`src/rtl/merlin_csr_pkg.sv`:
```
// Shared Zicsr definitions: funct3 encodings, CSR address field positions and
// the access-unit FSM encoding.
package merlin_csr_pkg;

    localparam logic [2:0] F3_CSRRW  = 3'b001;
    localparam logic [2:0] F3_CSRRS  = 3'b010;
    localparam logic [2:0] F3_CSRRC  = 3'b011;
    localparam logic [2:0] F3_CSRRWI = 3'b101;
    localparam logic [2:0] F3_CSRRSI = 3'b110;
    localparam logic [2:0] F3_CSRRCI = 3'b111;

    // CSR address fields: [11:10] == 2'b11 marks read-only, [9:8] is the
    // lowest privilege level allowed to touch the register.
    localparam int ADDR_ACC_HI = 11;
    localparam int ADDR_ACC_LO = 10;
    localparam int ADDR_PRV_HI = 9;
    localparam int ADDR_PRV_LO = 8;

    typedef enum logic [1:0] {
        ST_IDLE  = 2'd0,
        ST_READ  = 2'd1,
        ST_WRITE = 2'd2,
        ST_RESP  = 2'd3
    } csr_state_e;

endpackage

```
`src/rtl/csr_rmw_alu.sv`:
```
// Combinational read-modify-write for Zicsr: write, set-bits or clear-bits.
// Only funct3[1:0] matters; the register/immediate choice is made by the caller.
module csr_rmw_alu
    import merlin_csr_pkg::*;
#(
    parameter int C_XLEN = 32
) (
    input  logic [2:0]        funct3,
    input  logic [C_XLEN-1:0] old_val,
    input  logic [C_XLEN-1:0] src_val,
    output logic [C_XLEN-1:0] new_val
);

    always_comb begin
        new_val = old_val;
        case (funct3[1:0])
            F3_CSRRW[1:0]: new_val = src_val;
            F3_CSRRS[1:0]: new_val = old_val | src_val;
            F3_CSRRC[1:0]: new_val = old_val & ~src_val;
            default:       new_val = old_val;
        endcase
    end

endmodule

```
`src/rtl/csr_access_unit.sv`:
```
// Zicsr sequencer: IDLE -> READ -> WRITE -> RESP. Reads the CSR file, checks
// legality, issues at most one write strobe and returns the old value.
module csr_access_unit
    import merlin_csr_pkg::*;
#(
    parameter int C_XLEN = 32
) (
    input  logic              clk_i,
    input  logic              reset_i,
    input  logic              clk_en_i,
    input  logic              req_valid_i,
    output logic              req_ready_o,
    input  logic [2:0]        req_funct3_i,
    input  logic [11:0]       req_addr_i,
    input  logic [4:0]        req_rs1_i,
    input  logic [C_XLEN-1:0] req_rs1_data_i,
    output logic              rsp_valid_o,
    input  logic              rsp_ready_i,
    output logic [C_XLEN-1:0] rsp_rd_data_o,
    output logic              rsp_illegal_o,
    output logic              csr_access_o,
    output logic [11:0]       csr_addr_o,
    output logic [C_XLEN-1:0] csr_data_o,
    input  logic [C_XLEN-1:0] csr_data_i,
    input  logic              csr_illegal_access_i,
    input  logic [1:0]        csr_hpl_i
);

    csr_state_e        state;
    logic [2:0]        funct3_q;
    logic [4:0]        rs1_q;
    logic [C_XLEN-1:0] rs1_data_q;
    logic [C_XLEN-1:0] old_q;
    logic              illegal_q;

    logic [C_XLEN-1:0] src_val;
    logic [C_XLEN-1:0] new_val;
    logic              write_en;
    logic              illegal_d;

    assign req_ready_o = (state == ST_IDLE);

    assign src_val  = funct3_q[2] ? {{(C_XLEN-5){1'b0}}, rs1_q} : rs1_data_q;
    // Set/clear with rs1/zimm == 0 is a pure read and must not trip the RO check.
    assign write_en = (funct3_q[1:0] == F3_CSRRW[1:0]) | (rs1_q != 5'd0);

    assign illegal_d = (funct3_q[1:0] == 2'b00)
                     | (csr_addr_o[ADDR_PRV_HI:ADDR_PRV_LO] > csr_hpl_i)
                     | csr_illegal_access_i
                     | (write_en & (csr_addr_o[ADDR_ACC_HI:ADDR_ACC_LO] == 2'b11));

    csr_rmw_alu #(.C_XLEN(C_XLEN)) u_rmw_alu (
        .funct3  (funct3_q),
        .old_val (csr_data_i),
        .src_val (src_val),
        .new_val (new_val)
    );

    // csr_addr_o doubles as the captured address so the read is valid in READ.
    always_ff @(posedge clk_i or posedge reset_i) begin
        if (reset_i) begin
            state         <= ST_IDLE;
            funct3_q      <= '0;
            rs1_q         <= '0;
            rs1_data_q    <= '0;
            old_q         <= '0;
            illegal_q     <= 1'b0;
            rsp_valid_o   <= 1'b0;
            rsp_rd_data_o <= '0;
            rsp_illegal_o <= 1'b0;
            csr_access_o  <= 1'b0;
            csr_addr_o    <= '0;
            csr_data_o    <= '0;
        end else if (clk_en_i) begin
            case (state)
                ST_IDLE: begin
                    if (req_valid_i) begin
                        funct3_q   <= req_funct3_i;
                        rs1_q      <= req_rs1_i;
                        rs1_data_q <= req_rs1_data_i;
                        csr_addr_o <= req_addr_i;
                        state      <= ST_READ;
                    end
                end
                ST_READ: begin
                    old_q        <= csr_data_i;
                    illegal_q    <= illegal_d;
                    csr_data_o   <= new_val;
                    csr_access_o <= write_en & ~illegal_d;
                    state        <= ST_WRITE;
                end
                ST_WRITE: begin
                    csr_access_o  <= 1'b0;
                    rsp_valid_o   <= 1'b1;
                    rsp_rd_data_o <= illegal_q ? '0 : old_q;
                    rsp_illegal_o <= illegal_q;
                    state         <= ST_RESP;
                end
                ST_RESP: begin
                    if (rsp_ready_i) begin
                        rsp_valid_o <= 1'b0;
                        state       <= ST_IDLE;
                    end
                end
                default: state <= ST_IDLE;
            endcase
        end
    end

endmodule
```
`config.mk`:
```
export PLATFORM = sky130hd
export DESIGN_NAME = csr_access_unit
export DESIGN_NICKNAME = d
export VERILOG_FILES = /design/src/rtl/merlin_csr_pkg.sv /design/src/rtl/csr_rmw_alu.sv /design/src/rtl/csr_access_unit.sv
export SDC_FILE = /design/constraint.sdc
export NUM_CORES = 1
export LEC_CHECK = 0
export ABC_AREA = 1
export CAP_MARGIN = 20
export CORE_UTILIZATION = 51
export CTS_BUF_LIST = sky130_fd_sc_hd__clkbuf_4 sky130_fd_sc_hd__clkbuf_8
export DETAILED_ROUTE_END_ITERATION = 8
export PLACE_DENSITY = 0.82
export SETUP_SLACK_MARGIN = 0.2
export SKIP_CTS_REPAIR_TIMING = 1
export SYNTH_ARGS = -nofsm -noshare
export SYNTH_HDL_FRONTEND = slang
export SYNTH_HIERARCHICAL = 1
export SYNTH_SLANG_ARGS = --single-unit
```
`constraint.sdc`:
```
create_clock -name clk_i -period 5.4 [get_ports clk_i]
set_input_delay 0.54 -clock clk_i [delete_from_list [all_inputs] [get_ports clk_i]]
set_output_delay 0.54 -clock clk_i [all_outputs]
set_load 0.005 [all_outputs]
```
==> flow_summary.yaml <==
setup_path:
  r2r_start: "state[0]"
  critical_path.top_delay_family: "simple AND/OR/NAND/NOR gates"
  worst_ep_arrival_time_ps: 2830
  path_common_cell: "inv_1"
  worstSetupStartpointType: "flop"
  cp.buffers_inverters: 2
  worstSetupPathType: "reg -> reg"
  path_max_fanout: 34
  critPathCaptureType: "flop"
  reg2reg_depth: 6
  crit_chain: "inv_1, ha_1, nand2_2, nor2_4, inv_1, o21ai_0"
  r2r_end: "rsp_rd_data_o[31]"
  max_stage_delay_ps: 610
  required_ps: 5770
  cp_slowest_cell: "nor2_4"
  worst-r2r-setup-slack_ps: 2940
global_route:
  antenna_found_initial: 0
  met1_usage_pct: 36.2
  grt_usage_pct: 25.7
  grt_first_pass_wirelength_mm: 28.2
  met2_usage_pct: 38.2
  grt_pass1_vias: 5598
  grt_start_max_net_pins: 103
  busiest_layer: "met2"
  met3_usage_pct: 6.03
  grt_remaining_overflow: 0
timing:
  min_period_over_period_pct: 45.6
  fin_crit_ps: 2460
  maxSlewHeadroom_pct: 38.1
  finalClockSkew_ps: 7.92
  worstMarginPinSlew_ps: 928
  report.final.setup_viol: 0
  hold_viol: 0
  max_freq_mhz: 406
  slew_viol_final: 0
  final.setup.tns_ps: 0
  rsz0062_at_grt: "no"
synthesis:
  seq_area_frac_synth_pct: 55.1
  syn_nets: 941
  ys_seq_elements: 154
  synth_area_leader_cell: "dfrtp_1"
  synth_top_area_share_pct: 55.1
  synth.area.top_cells: "dfrtp_1 (55%), nand2_1 (18%), inv_1 (4.7%), nor2_1 (3.7%), a22o_1 (2.9%)"
  syn_avg_cell_area_um2: 8.30
  yosysUniqueCellTypes: 23
  synth_warnings: 6
  syn_area_um2: 7000
  syn_inst: 843
cells_and_area:
  n_fill_cell: 1050
  num_antenna_cells: 0
  seq_area_um2: 3850
  postLayoutCoreUtil_pct: 69.3
  drive_above_1_share_pct: 6.36
  multi_input_area_um2: 2560
  syn2layout_area_growth_pct: 31.7
  final_nets: 1092
power_and_ir_drop:
  power.density_nw_per_um2: 573
  ir_drop_mv: 0.482
  power_uw: 5280
  leakagePower_uw: 0.00478
clock_network:
  cts_buffers: 17
  clockBufferDepth: 2
  cts.sinks: 154
  clk_latency_ps: 460
  tritoncts: "done"
  h-tree-depth: 4
  clk_pin_slew_worst_paths_ps: 80
  clockRootBuffer: "clkbuf_8"
die:
  rows: 42
  core_area_um2: 13300
  initial_core_util_pct: 52.6
  ios: 172
  die_y_um: 119
  fp.dieArea_um2: 14200
  die_w_um: 119
route:
  drt-vias-per-instance: 5.00
  num_vias: 5910
  drc_errors: 0
  post_drt_wl_per_cell_um: 14.5
  firstDrtPassIters: 7
  antenna_left: 0
  routed_wl_mm: 17.2
  initialDrtViolationCount: 594
outcome:
  run_status: "finished clean"
hold_path:
  min_to: "csr_data_o[17]"
  hold_path.class: "reg -> reg"
  hp-start: "csr_data_o[17]"
  min_path_cells: 2
placed_design:
  dp_hpwl_mm: 11.4
  portBuffers: 171
  gp_congestion: 0.839
flow_run:
  drv_cap: 0
==> routing by layer <==
| metal | up-vias | wire [um] |
|---|---|---|
| met2 | 241 | 7750 |
| met4 | 0 | 459 |
| met5 | - | 0 |
| li1 | 2898 | - |
| met3 | 34 | 1180 |
| met1 | 2737 | 7780 |
==> worst min-delay path: cells and delay by family, from the launching register on <==
family           cells  cell delay [ps]
DFF                  1              350
and+or+nand+nor      2              110
==> synth_stat cells <==
cell type	instances
nand2_2	2
clkbuf_1	12
buf_2	20
inv_4	1
nand2_1	333
o21bai_1	1
nor2_4	1
buf_6	4
a21boi_0	1
nor2_1	69
buf_4	9
inv_1	87
inv_2	1
nand3_1	33
o21ai_0	28
a22o_1	23
a21oi_1	38
dfrtp_1	154
or2_2	1
nand2_8	1
ha_1	6
mux2_2	17
nand3_2	1
==> cells by family (layout without fill, tap and decap cells) <==
| family | count (synthesis) | after routing | synth area share (%) |
|---|---|---|---|
| and+or+nand+nor | 441 | 441 | 24.8 |
| DFF | 154 | 154 | 55.1 |
| buffers and inverters | 134 | 297 | 8.50 |
| AOI/OAI and AO/OA | 91 | 91 | 7.82 |
| muxes | 17 | 17 | 2.74 |
| adders and majority gates | 6 | 6 | 1.07 |
==> stage by stage <==
step / cell area, um2 / instances / hold slack, ps / setup WS [ps]
after floorplan: 7000 / 843 / 450 / 710
after global placement: 8710 / 1148 / 464 / 2570
after detailed placement: 8730 / 1149 / 465 / 2520
after CTS: 9160 / 1180 / 486 / 2930
after global routing: 9210 / 1182 / 511 / 2720
final: 9210 / 1182 / 484 / 2940
==> final cells by class <==
type | count | area share, %
clock inverter | 12 | 1.89
tap | 176 | 2.39
clock buffer | 19 | 2.77
sequential | 154 | 41.8
timing repair buffer | 177 | 19.6
inverter | 89 | 3.71
multi-input combinational | 555 | 27.8
==> placed cells by master (no fill, tap or decap), drive strengths merged, types with 4 or more instances in the layout <==
| cell | n |
|---|---|
| a21oi | 38 |
| o21ai | 28 |
| nand2 | 336 |
| clkdlybuf4s50 | 171 |
| ha | 6 |
| dfrtp | 154 |
| a22o | 23 |
| bufinv | 4 |
| nand3 | 34 |
| clkinv | 7 |
| inv | 89 |
| nor2 | 70 |
| mux2 | 17 |
| buf | 6 |
| clkbuf | 19 |
==> registers in the layout, indices dropped and copies added, names as in the netlist <==
| signal | cells |
|---|---|
| csr_access_o | 1 |
| funct3_q | 3 |
| csr_addr_o | 12 |
| old_q | 32 |
| rs1_data_q | 32 |
| rsp_illegal_o | 1 |
| state | 2 |
| csr_data_o | 32 |
| rsp_rd_data_o | 32 |
| rsp_valid_o | 1 |
| rs1_q | 5 |
| illegal_q | 1 |
==> worst max path at each step <==
stage | from | to | cells after the start
floorplan | reset_i | csr_access_o | 1
detailed placement | clk_en_i | old_q[21] | 6
finish | state[0] | rsp_rd_data_o[31] | 6
global route | state[0] | rsp_rd_data_o[29] | 6
CTS | state[0] | rsp_rd_data_o[31] | 6
global placement | clk_en_i | old_q[28] | 5
==> power by group <==
group | internal (uW) | switching, uW
clock network | 516 | 423
registers | 1690 | 309
logic | 1140 | 1200
(Power assumes the default switching activity.)
